$ cat src/rtl/pipe_pkg.sv
// Shared types and constants for the five-stage pipeline hazard controller.
package pipe_pkg;

  localparam int unsigned REG_W = 3;

  localparam logic [REG_W-1:0] REG_ZERO = 3'd0;

  typedef enum logic [1:0] {
    RUN      = 2'd0,
    MEM_WAIT = 2'd1,
    HALT     = 2'd2
  } state_t;

  typedef enum logic [1:0] {
    FWD_RF  = 2'd0,
    FWD_EXE = 2'd1,
    FWD_MEM = 2'd2,
    FWD_WB  = 2'd3
  } fwd_sel_t;

  // Destination info of the three downstream stages, as seen by forwarding.
  typedef struct packed {
    logic [REG_W-1:0] exe_rd;
    logic             exe_regwrite;
    logic             exe_memread;
    logic [REG_W-1:0] mem_rd;
    logic             mem_regwrite;
    logic [REG_W-1:0] wb_rd;
    logic             wb_regwrite;
  } stage_info_t;

endpackage

$ cat src/rtl/fwd_select.sv
// Operand forwarding source select for one ID-stage source register.
module fwd_select
  import pipe_pkg::*;
(
  input  logic [REG_W-1:0] src,
  input  logic             use_src,
  input  stage_info_t      stages,
  output fwd_sel_t         sel
);

  // Youngest matching producer wins; loads in EXE have no result yet.
  always_comb begin
    sel = FWD_RF;
    if (use_src && (src != REG_ZERO)) begin
      if (stages.exe_regwrite && !stages.exe_memread && (stages.exe_rd == src)) begin
        sel = FWD_EXE;
      end else if (stages.mem_regwrite && (stages.mem_rd == src)) begin
        sel = FWD_MEM;
      end else if (stages.wb_regwrite && (stages.wb_rd == src)) begin
        sel = FWD_WB;
      end
    end
  end

endmodule

$ cat src/rtl/pipeline_hazard_ctrl.sv
// Hazard/sequencing controller: forwarding, load-use stall, memory freeze,
// timeout halt and saturating stall-cycle counter.
module pipeline_hazard_ctrl
  import pipe_pkg::*;
#(
  parameter int unsigned MAX_WAIT = 15,
  parameter int unsigned CNT_W    = 16
) (
  input  logic             clk,
  input  logic             reset,
  input  logic [REG_W-1:0] rs1,
  input  logic [REG_W-1:0] rs2,
  input  logic             use_rs1,
  input  logic             use_rs2,
  input  logic             branch_taken,
  input  logic [REG_W-1:0] exe_rd,
  input  logic [REG_W-1:0] mem_rd,
  input  logic [REG_W-1:0] wb_rd,
  input  logic             exe_regwrite,
  input  logic             mem_regwrite,
  input  logic             wb_regwrite,
  input  logic             exe_memread,
  input  logic             mem_memop,
  input  logic             mem_ready,
  output logic             pc_en,
  output logic             if_id_en,
  output logic             id_exe_en,
  output logic             exe_mem_en,
  output logic             if_id_flush,
  output logic             id_exe_bubble,
  output logic             mem_wb_bubble,
  output logic [1:0]       fwd_a,
  output logic [1:0]       fwd_b,
  output logic             halted,
  output logic [CNT_W-1:0] stall_cnt
);

  localparam int unsigned WAIT_W = $clog2(MAX_WAIT + 1);

  state_t            state;
  state_t            state_nxt;
  logic [WAIT_W-1:0] wait_cnt;
  logic [WAIT_W-1:0] wait_nxt;
  stage_info_t       stages;
  fwd_sel_t          sel_a;
  fwd_sel_t          sel_b;
  logic              load_use;
  logic              mem_stall;

  assign stages = '{
    exe_rd:       exe_rd,
    exe_regwrite: exe_regwrite,
    exe_memread:  exe_memread,
    mem_rd:       mem_rd,
    mem_regwrite: mem_regwrite,
    wb_rd:        wb_rd,
    wb_regwrite:  wb_regwrite
  };

  fwd_select u_fwd_a (
    .src     (rs1),
    .use_src (use_rs1),
    .stages  (stages),
    .sel     (sel_a)
  );

  fwd_select u_fwd_b (
    .src     (rs2),
    .use_src (use_rs2),
    .stages  (stages),
    .sel     (sel_b)
  );

  // ID needs a load result that is still in EXE.
  assign load_use = exe_memread && (exe_rd != REG_ZERO) &&
                    ((use_rs1 && (rs1 == exe_rd)) || (use_rs2 && (rs2 == exe_rd)));

  assign mem_stall = mem_memop && !mem_ready;

  // Next state and pipeline controls; freeze > load-use > branch.
  always_comb begin
    state_nxt     = state;
    wait_nxt      = wait_cnt;
    pc_en         = 1'b1;
    if_id_en      = 1'b1;
    id_exe_en     = 1'b1;
    exe_mem_en    = 1'b1;
    if_id_flush   = 1'b0;
    id_exe_bubble = 1'b0;
    mem_wb_bubble = 1'b0;
    halted        = 1'b0;
    fwd_a         = 2'(sel_a);
    fwd_b         = 2'(sel_b);

    if (reset) begin
      pc_en         = 1'b0;
      if_id_en      = 1'b0;
      id_exe_en     = 1'b0;
      exe_mem_en    = 1'b0;
      if_id_flush   = 1'b1;
      id_exe_bubble = 1'b1;
      mem_wb_bubble = 1'b1;
      fwd_a         = 2'(FWD_RF);
      fwd_b         = 2'(FWD_RF);
    end else begin
      case (state)
        HALT: begin
          pc_en         = 1'b0;
          if_id_en      = 1'b0;
          id_exe_en     = 1'b0;
          exe_mem_en    = 1'b0;
          if_id_flush   = 1'b1;
          id_exe_bubble = 1'b1;
          mem_wb_bubble = 1'b1;
          halted        = 1'b1;
        end
        default: begin
          if (mem_stall) begin
            pc_en         = 1'b0;
            if_id_en      = 1'b0;
            id_exe_en     = 1'b0;
            exe_mem_en    = 1'b0;
            mem_wb_bubble = 1'b1;
            if (state != MEM_WAIT) begin
              state_nxt = MEM_WAIT;
              wait_nxt  = WAIT_W'(1);
            end else if (wait_cnt == WAIT_W'(MAX_WAIT)) begin
              state_nxt = HALT;
            end else begin
              wait_nxt = wait_cnt + WAIT_W'(1);
            end
          end else begin
            // Memory done (or idle): behave as RUN this cycle.
            state_nxt = RUN;
            wait_nxt  = '0;
            if (load_use) begin
              pc_en         = 1'b0;
              if_id_en      = 1'b0;
              id_exe_bubble = 1'b1;
            end else if (branch_taken) begin
              if_id_flush = 1'b1;
            end
          end
        end
      endcase
    end
  end

  // FSM state and memory-wait counter.
  always_ff @(posedge clk or posedge reset) begin
    if (reset) begin
      state    <= RUN;
      wait_cnt <= '0;
    end else begin
      state    <= state_nxt;
      wait_cnt <= wait_nxt;
    end
  end

  // Saturating count of cycles in which the PC did not advance.
  always_ff @(posedge clk or posedge reset) begin
    if (reset) begin
      stall_cnt <= '0;
    end else if (!pc_en && (stall_cnt != {CNT_W{1'b1}})) begin
      stall_cnt <= stall_cnt + CNT_W'(1);
    end
  end

endmodule
$ cat config.mk
export PLATFORM = sky130hd
export DESIGN_NAME = pipeline_hazard_ctrl
export DESIGN_NICKNAME = d
export VERILOG_FILES = /design/src/rtl/pipe_pkg.sv /design/src/rtl/fwd_select.sv /design/src/rtl/pipeline_hazard_ctrl.sv
export SDC_FILE = /design/constraint.sdc
export NUM_CORES = 1
export LEC_CHECK = 0
export CORE_MARGIN = 5
export CORE_UTILIZATION = 40
export CTS_CLUSTER_SIZE = 20
export DETAILED_ROUTE_END_ITERATION = 6
export PLACE_DENSITY = 0.69
export SLEW_MARGIN = 20
export SYNTH_ARGS = -nofsm -noshare
export SYNTH_HDL_FRONTEND = slang
export SYNTH_HIERARCHICAL = 1
export SYNTH_SLANG_ARGS = --single-unit
$ cat constraint.sdc
create_clock -name clk -period 2.2 [get_ports clk]
set_input_delay 0.44 -clock clk [delete_from_list [all_inputs] [get_ports clk]]
set_output_delay 0.44 -clock clk [all_outputs]
set_load 0.02 [all_outputs]
==> metrics.txt <==
first-iteration detailed-routing DRC count 114; Final setup viols 0; path type of the worst min-delay path reg -> reg; worst reg-to-reg path cell count 6; asr flop ratio synth 100.0%; Final Slew Violations 0; EDFF count, synth 0; core area 3971 um2; Congestion Overflow GR 0; routed via count 1567; flops & latches, synth 22; Final period util 98.15%; crit end category output port; Initial Util 41.24%; first-pass GRT wire length 7362 um; Hold Fails Final Rpt 0; critical path capture point fwd_b[0]; M2 GR Usage 30.12%; most common cell in the netlist xnor2_1; R2R Setup Slk 0.30 ns; syn avg cell area 9.987 um2; cell area after synthesis 1638 um2; Syn Nets 192; final setup TNS 0 ns; Finished Layout Cells 293; largest net degree at the start of global routing 23; IO Count 54; clock buffer depth 2; GR met3 Demand/Resource 2.297%; share of layout cells above drive strength 1 30.04%; DRT antenna net count 0; TritonCTS buffer count 3; final instance area 2471 um2; Post-Syn Instances 164; Pwr Total 1480 uW; PD cells 599.1 nW/um2; Vias/cell 5.348; top-area cell type share of the netlist area 33.61%; worst-margin pin slew 0.3424 ns; Critical Path Source Type input pin; DRT Pass-1 Iters 4; Post-route DRC 0; Yosys warning count 6; Seq/Total Area, Yosys 33.61%; Die Width 73.99 um; vias in the first global route 1609; unrepaired setup endpoints after global routing no; CTS tree yes; # diodes 0; area grow syn2layout 50.88%; worst-path fanout max 4; Total Routing Usage GR 17.09%; Cell variety after synth 43; DRT Wirelength 4507 um; Setup Skew 0.005266 ns; Synth area leaders dfrtp_1, xnor2_1, nand4_1, nor2b_1, nand3_1; run status complete, no violations; hpwl dp 3652 um; GRT busiest layer met2; DR WL/cell 15.38 um; Worst VDD drop 0.0004821 V; top post-synthesis cells by count xnor2_1, dfrtp_1, nand4_1; WP data required 1.76 ns; clock root cell clkbuf_8; Layout Nets 272; Final Core Density 62.22%; # port buffers 53; RD Place Congestion 0.8615; clock sink total 22; leakage 0.001061 uW; Slew HR 77.17%; Max Cap Violations 0; register clock-pin slew on the reported worst setup and hold paths 0.08 ns; cell taking the most area after synthesis dfrtp_1; kind of critical path in -> out; Clk Latency, worst-skew pair 0.27 ns; fmax 463.1 MHz; die area 5475 um2; RR Startpoint stall_cnt[0]; crit path DAT 1.72 ns; Worst Setup SP rs2[2]; Die Ht 73.99 um; initial antenna violation count 0; Reg-to-Reg End stall_cnt[15]; CTS H-tree lvls 1; met1 usage 21.85%; top_reg_cell synth dfrtp_1; placed cells 288; Placed Area 2401 um2; FP Rows 23; Tmin final 2.159 ns
## per-layer routing
layer / part of all wire (%) / wire, um / vias to the layer above
met5: 0 / 0 / -
met4: 0.93 / 42 / 0
met3: 4.3 / 193 / 4
met2: 52 / 2359 / 48
met1: 42 / 1911 / 759
li1: - / - / 756
## sequential cells by signal, summed over array words and instances, names as in the netlist
name / count
wait_cnt: 4
stall_cnt: 16
state: 2
## repair_timing
action | CTS | global route
resized for setup | 63 | 31
setup buffers | 1 | 0
pin swaps | 4 | 12
cloned | 0 | 0
endpoints found under the setup margin | 12 | 10
hold buffers | 0 | 0
## worst max-delay path, cell delays in order
cell and delay, ns:
buf_2 0.14, buf_4 0.15, xnor2_1 0.15, nand4_1 0.18
nor2b_2 0.20, o21ba_2 0.21, nor2b_4 0.12, buf_6 0.12
## per-stage QoR
stage / hold WS (ns) / setup slack (ns)
after global routing: 0.5432 / 0.001782
final: 0.5115 / 0.04069
after global placement: 0.4830 / -0.7103
after floorplan: 0.4696 / 0.2644
after CTS: 0.5145 / -0.04786
after detailed placement: 0.4993 / -0.7753
## worst min path at each step
stage                             from            to  cells past startpoint
after floorplan            wait_cnt[3]   wait_cnt[3]                      1
after global routing       wait_cnt[3]   wait_cnt[3]                      1
final                     stall_cnt[3]  stall_cnt[3]                      1
after detailed placement  stall_cnt[3]  stall_cnt[3]                      1
after global placement    stall_cnt[9]  stall_cnt[9]                      1
after CTS                 stall_cnt[3]  stall_cnt[3]                      1
## cell type report
class,count,area (um2)
Multi-Input combinational cell,134,1094
Inverter,3,11.26
Timing Repair Buffer,80,698.2
Clock buffer,4,55.05
Tap cell,50,62.56
Sequential cell,22,550.5
Fill cell,314,1500
## kinds of logic (layout without fill, tap and decap cells)
family / after synthesis / in the layout / synth area share [%]
AOI/OAI and AO/OA: 27 / 27 / 13.52
DFF: 22 / 22 / 33.61
buffers and inverters: 8 / 87 / 2.979
and+or+nand+nor: 65 / 65 / 26.20
muxes: 2 / 2 / 1.834
adders and majority gates: 2 / 2 / 1.528
xor gates and xnor gates: 38 / 38 / 20.32
## power breakdown
part	internal, uW	leakage [uW]	switching, uW	total, uW
logic	329	0.000744	290	620
registers	475	0.000289	89.4	565
clock network	160	0.0000288	136	296
total	964	0.00106	516	1480
## cells in the final DEF (no fill, tap or decap), types with 2 or more instances in the layout
cell type | netlist | routed
mux2_4 | 2 | 2
ha_1 | 2 | 2
o31a_1 | 2 | 2
dfrtp_1 | 22 | 22
buf_4 | 3 | 30
dlymetal6s2s_1 | 0 | 4
clkdlybuf4s15_1 | 0 | 2
nand3_1 | 8 | 8
xor2_1 | 4 | 4
nor2_1 | 3 | 2
a21oi_1 | 3 | 3
nand4_1 | 14 | 14
xnor2_1 | 34 | 32
nor2b_4 | 1 | 2
nor2b_2 | 0 | 2
and4_1 | 2 | 2
clkdlybuf4s50_1 | 0 | 24
clkdlybuf4s15_2 | 0 | 2
and4_4 | 2 | 2
xnor2_2 | 0 | 2
nand2_4 | 2 | 2
o31ai_1 | 2 | 2
nand3b_1 | 2 | 2
o21ai_0 | 7 | 7
nand2_1 | 7 | 7
clkbuf_2 | 0 | 7
buf_2 | 0 | 2
o21ba_2 | 2 | 2
buf_6 | 1 | 2
clkbuf_8 | 0 | 4
dlygate4sd2_1 | 0 | 6
and3_1 | 5 | 5
nor2b_1 | 9 | 6
inv_1 | 3 | 3
and2_1 | 2 | 2
(Power assumes the default switching activity.)
